--- config.mk ---
export PLATFORM = sky130hd
export DESIGN_NAME = mod_counter
export DESIGN_NICKNAME = d
export VERILOG_FILES = /design/src/rtl/mod_counter_pkg.sv /design/src/rtl/mod_counter.sv
export SDC_FILE = /design/constraint.sdc
export NUM_CORES = 1
export LEC_CHECK = 0
export ABC_AREA = 1
export CORE_AREA = 5 5 42 44
export CTS_CLUSTER_SIZE = 24
export DETAILED_ROUTE_END_ITERATION = 8
export DIE_AREA = 0 0 47 49
export DONT_BUFFER_PORTS = 1
export SYNTH_ARGS = -nofsm -noshare
export SYNTH_HDL_FRONTEND = slang
export SYNTH_SLANG_ARGS = --single-unit
--- constraint.sdc ---
create_clock -name clk -period 1.2 [get_ports clk]
set_input_delay 0.3 -clock clk [delete_from_list [all_inputs] [get_ports clk]]
set_output_delay 0.3 -clock clk [all_outputs]
set_load 0.05 [all_outputs]
--- src/rtl/mod_counter_pkg.sv ---
// Shared types for the up/down modulo counter: run modes and one-shot FSM states.
package mod_counter_pkg;

    typedef enum logic [1:0] {
        MODE_WRAP    = 2'd0,
        MODE_SAT     = 2'd1,
        MODE_ONESHOT = 2'd2
    } mode_e;

    typedef enum logic {
        ST_RUN  = 1'b0,
        ST_DONE = 1'b1
    } state_e;

endpackage

--- src/rtl/mod_counter.sv ---
// Parametrised up/down modulo counter with load, wrap/saturate/one-shot modes.
// Optional sticky overflow flag when MOD_COUNTER_OVF_STICKY_EN is defined.
module mod_counter
    import mod_counter_pkg::*;
#(
    parameter int unsigned WIDTH   = 2,
    parameter int unsigned MAX_VAL = 2**WIDTH-1
) (
    input  logic             clk,
    input  logic             rst,
    input  logic             en,
    input  logic             up_dn,
    input  logic             load,
    input  logic [WIDTH-1:0] load_val,
    input  logic [1:0]       load_mode,
`ifdef MOD_COUNTER_OVF_STICKY_EN
    input  logic             ovf_clr,
    output logic             ovf,
`endif
    output logic [WIDTH-1:0] cnt,
    output logic             tc,
    output logic             wrap,
    output logic             done
);

    localparam logic [WIDTH-1:0] MaxCnt = WIDTH'(MAX_VAL);

    logic [WIDTH-1:0] r_cnt;
    mode_e            r_mode;
    state_e           r_state;
    logic             r_wrap;

    logic [WIDTH-1:0] w_cnt_nxt;
    mode_e            w_mode_nxt;
    state_e           w_state_nxt;
    logic             w_wrap_nxt;
    logic             w_at_term;
    logic             w_term_evt;

    // Terminal depends on the live direction, not a registered copy.
    assign w_at_term  = up_dn ? (r_cnt == MaxCnt) : (r_cnt == '0);
    assign w_term_evt = !load && en && w_at_term && (r_state == ST_RUN);

    always_comb begin
        w_cnt_nxt   = r_cnt;
        w_mode_nxt  = r_mode;
        w_state_nxt = r_state;
        w_wrap_nxt  = 1'b0;
        if (load) begin
            w_cnt_nxt   = (load_val > MaxCnt) ? MaxCnt : load_val;
            w_state_nxt = ST_RUN;
            if (load_mode == MODE_SAT) begin
                w_mode_nxt = MODE_SAT;
            end else if (load_mode == MODE_ONESHOT) begin
                w_mode_nxt = MODE_ONESHOT;
            end else begin
                w_mode_nxt = MODE_WRAP;
            end
        end else if (en && (r_state == ST_RUN)) begin
            if (!w_at_term) begin
                w_cnt_nxt = up_dn ? (r_cnt + WIDTH'(1)) : (r_cnt - WIDTH'(1));
            end else begin
                case (r_mode)
                    MODE_SAT:     w_cnt_nxt = r_cnt;
                    MODE_ONESHOT: w_state_nxt = ST_DONE;
                    default: begin
                        w_cnt_nxt  = up_dn ? '0 : MaxCnt;
                        w_wrap_nxt = 1'b1;
                    end
                endcase
            end
        end
    end

    always_ff @(posedge clk or posedge rst) begin
        if (rst) begin
            r_cnt   <= '0;
            r_mode  <= MODE_WRAP;
            r_state <= ST_RUN;
            r_wrap  <= 1'b0;
        end else begin
            r_cnt   <= w_cnt_nxt;
            r_mode  <= w_mode_nxt;
            r_state <= w_state_nxt;
            r_wrap  <= w_wrap_nxt;
        end
    end

`ifdef MOD_COUNTER_OVF_STICKY_EN
    logic r_ovf;
    logic w_ovf_nxt;

    // A new terminal event beats a same-cycle clear.
    always_comb begin
        w_ovf_nxt = r_ovf;
        if (w_term_evt) begin
            w_ovf_nxt = 1'b1;
        end else if (ovf_clr) begin
            w_ovf_nxt = 1'b0;
        end
    end

    always_ff @(posedge clk or posedge rst) begin
        if (rst) begin
            r_ovf <= 1'b0;
        end else begin
            r_ovf <= w_ovf_nxt;
        end
    end

    assign ovf = r_ovf;
`else
    logic w_unused_term_evt;
    assign w_unused_term_evt = w_term_evt;
`endif

    assign cnt  = r_cnt;
    assign tc   = w_at_term;
    assign wrap = r_wrap;
    assign done = (r_state == ST_DONE);

endmodule

==> metrics.md <==
| Metric | Value |
|---|---|
| Critical Path RT | 0.90 ns |
| H-tree Lvls | 1 |
| N_diodes | 0 |
| Status | finished, violations left |
| Distinct cells, synth | 13 |
| Top_reg_cell synth | dfrtp_1 |
| Post-Syn Area per Cell | 7.157 um2 |
| Hold Crit Depth | 1 |
| DRT Wirelength | 841 um |
| Root Driver | clkbuf_4 |
| Initial antenna violation count | 0 |
| Part of the cycle the worst path needs | 1.114 |
| Max-slew violations | 0 |
| Area leader, netlist | dfrtp_1 |
| Remaining DRCs | 0 |
| Final Hold Violating Endpoints | 0 |
| Register area share after synthesis | 0.4196 |
| Arrival time worst endpoint | 1.04 ns |
| Fillers | 157 |
| RSZ-0062 raised after global routing | yes |
| Clock latency on the worst-skew pair | 0.25 ns |
| Largest family of logic cells by synthesized area | simple AND/OR/NAND/NOR gates |
| Top cell type's share of synthesized area | 0.4196 |
| Total track usage | 0.08763 |
| Clock-pin slew on the worst setup and hold paths | 0.05 ns |
| Worst Path Max Fanout | 4 |
| Utilization after layout | 0.3884 |
| CP Capture Type | primary output |
| Post-synth EDFFs | 0 |
| Via Count | 358 |
| DR pass1 iterations | 4 |
| Final net count | 76 |
| Failing checks | negative setup slack |
| Wire per inst | 10.38 um |
| Highest Signal Layer | met4 |
| Critical R2R Capture | cnt[0] |
| Initial Util | 0.2554 |
| Share of cells above drive strength 1 | 0.4154 |
| Setup TNS | -0.2446 ns |
| Placed cell area | 432.9 um2 |
| Peak VDD IR | 0.0005470 V |
| Hold EP | done |
| Synthesized cell area | 357.8 um2 |
| Iteration-0 DRC Markers | 3 |
| Setup WS post-layout | -0.1369 ns |
| Placer Congestion | 0.7928 |
| Top post-synthesis cells by count | nand2_1 (14), inv_1 (9), dfrtp_1 (6), nand3_1 (6) |
| Post-DP HPWL | 633.1 um |
| Synth Area in Simple Gates | 0.3427 |
| Pwr per Cell Area | 1466 nW/um2 |
| Clock Path Buffers | 2 |
| Fmax | 748.0 MHz |
| Fin area | 544.3 um2 |
| Num CTS Buffers | 3 |
| Die Wd | 47 um |
| Sinks on Clock Net | 6 |
| Syn Nets | 60 |
| FF-to-FF path depth | 9 |
| Slack of the worst reg-to-reg path | 0.06 ns |
| IO Pins | 14 |
| YS warnings | 0 |
| Die area | 2303 um2 |
| CP Class | reg2out |
| First-pass GRT wire length | 1.421 mm |
| Post-synthesis compound-gate area fraction | 0.07692 |
| Grt ovf | 0 |
| Worst rel slew slack | 0.8281 |
| Startpoint Class | flip-flop |
| Largest net degree at the start of global routing | 10 |
| Worst-margin pin slew | 0.2576 ns |
| XOR/XNOR Fraction of Synth Area | 0 |
| HP Start | load |
| Metal1 wirelength | 357 um |
| Met2 routed WL | 402 um |
| Chip Height | 49 um |
| Synth-to-Final Area Change | 52.10% |
| Flops & latches, synth | 6 |
| Worst Hold Class | in2reg |
| Leading post-synthesis cells by cell area | dfrtp_1 (42%), nand2_1 (15%), inv_1 (9.4%) |
| Post-route antenna net violation count | 0 |
| Met3 wire len | 69 um |
| Hold slack final | 0.1062 ns |
| Most frequent cell after synthesis | nand2_1 |
| CORE AREA | 1401 um2 |
| Adder-cell share of the synthesized area | 0.03497 |
| Max-Cap Viols | 0 |
| Multiplexer share of the synthesized area | 0 |
| Vias in the first global route | 346 |
| CTS tree | done |
| Post-layout minimum cycle time | 1.337 ns |
| Skew final | 0.008039 ns |
| Setup WS pre-CTS | 0.01808 ns |
| Vias per inst | 4.420 |
| P_leak | 0.2814 nW |
| Final setup violation count | 3 |
| Mapped Cells | 50 |
| IO Port Bufs | 0 |
| Row count | 14 |
| Post-synth ARST share | 1.000 |
| R2R Path Start | cnt[1] |
-- power by group --
group          switching [mW]  internal, mW  leakage (nW)
Clock                  0.0804         0.126        0.0150
Sequential             0.0237         0.227        0.0758
Combinational           0.184         0.157         0.191
-- metal layers --
layer | track usage | up-vias
li1 | - | 183
met1 | 0.1089 | 160
met2 | 0.1267 | 13
met3 | 0.03690 | 2
met4 | 0.04147 | 0
met5 | 0 | -
-- critical path: stages (launching register included) --
cell and delay, ns:
dfrtp_2 0.43, inv_2 0.07, nand3_2 0.09, nand2_4 0.08, buf_12 0.13
-- through the flow --
| stage | instances | total power, mW |
|---|---|---|
| after detailed placement | 70 | 0.5077 |
| after CTS | 80 | 0.7852 |
| final | 81 | 0.7978 |
| after global placement | 70 | 0.5024 |
| after global routing | 81 | 0.8619 |
| after floorplan | 50 | 0.4331 |
-- state kept, by name (all words and copies together), names as in the netlist --
signal / cells
wrap: 1
r_mode: 2
cnt: 2
done: 1
-- logic make-up after synthesis --
group,after synthesis
adder cells (fa/ha/maj),1
flip-flops,6
AO/OA/AOI/OAI,5
AND/OR/NAND/NOR,27
buffers and inverters,11
-- cell usage in the layout, fill, tap and decap left out, drive strengths merged --
master and instances:
a21oi 1, nand3 7, clkbuf 4, nor2 3
dfrtp 6, nand2 17, ha 1, inv 10
o21ai 3, o31ai 1, buf 11, dlygate4sd3 1
-- area by class of cell --
cell class,count,area [um2],area share
clock buffer,4,26.28,0.04828
sequential,6,152.6,0.2805
tap,16,20.02,0.03678
inverter,10,37.54,0.06897
timing repair buffer,12,120.1,0.2207
multi-input combinational,33,187.7,0.3448
-- what timing repair did --
action | CTS | global route
hold buffers | 1 | 0
endpoints found under the setup margin | 2 | 5
setup buffers | 5 | 1
pin swaps | 1 | 0
endpoints found under the hold margin | 6 | 0
resized for setup | 3 | 4
gates cloned | 0 | 0
-- worst max path at each step --
stage / start / depth (start not counted) / to
4_1_cts: cnt[1] / 4 / tc
3_3_place_gp: r_mode[1] / 7 / cnt[1]
2_1_floorplan: cnt[1] / 8 / cnt[0]
3_5_place_dp: r_mode[0] / 8 / cnt[0]
6_report: cnt[1] / 4 / tc
5_1_grt: cnt[1] / 4 / tc
Note: power is estimated with default switching activity, not from simulation.
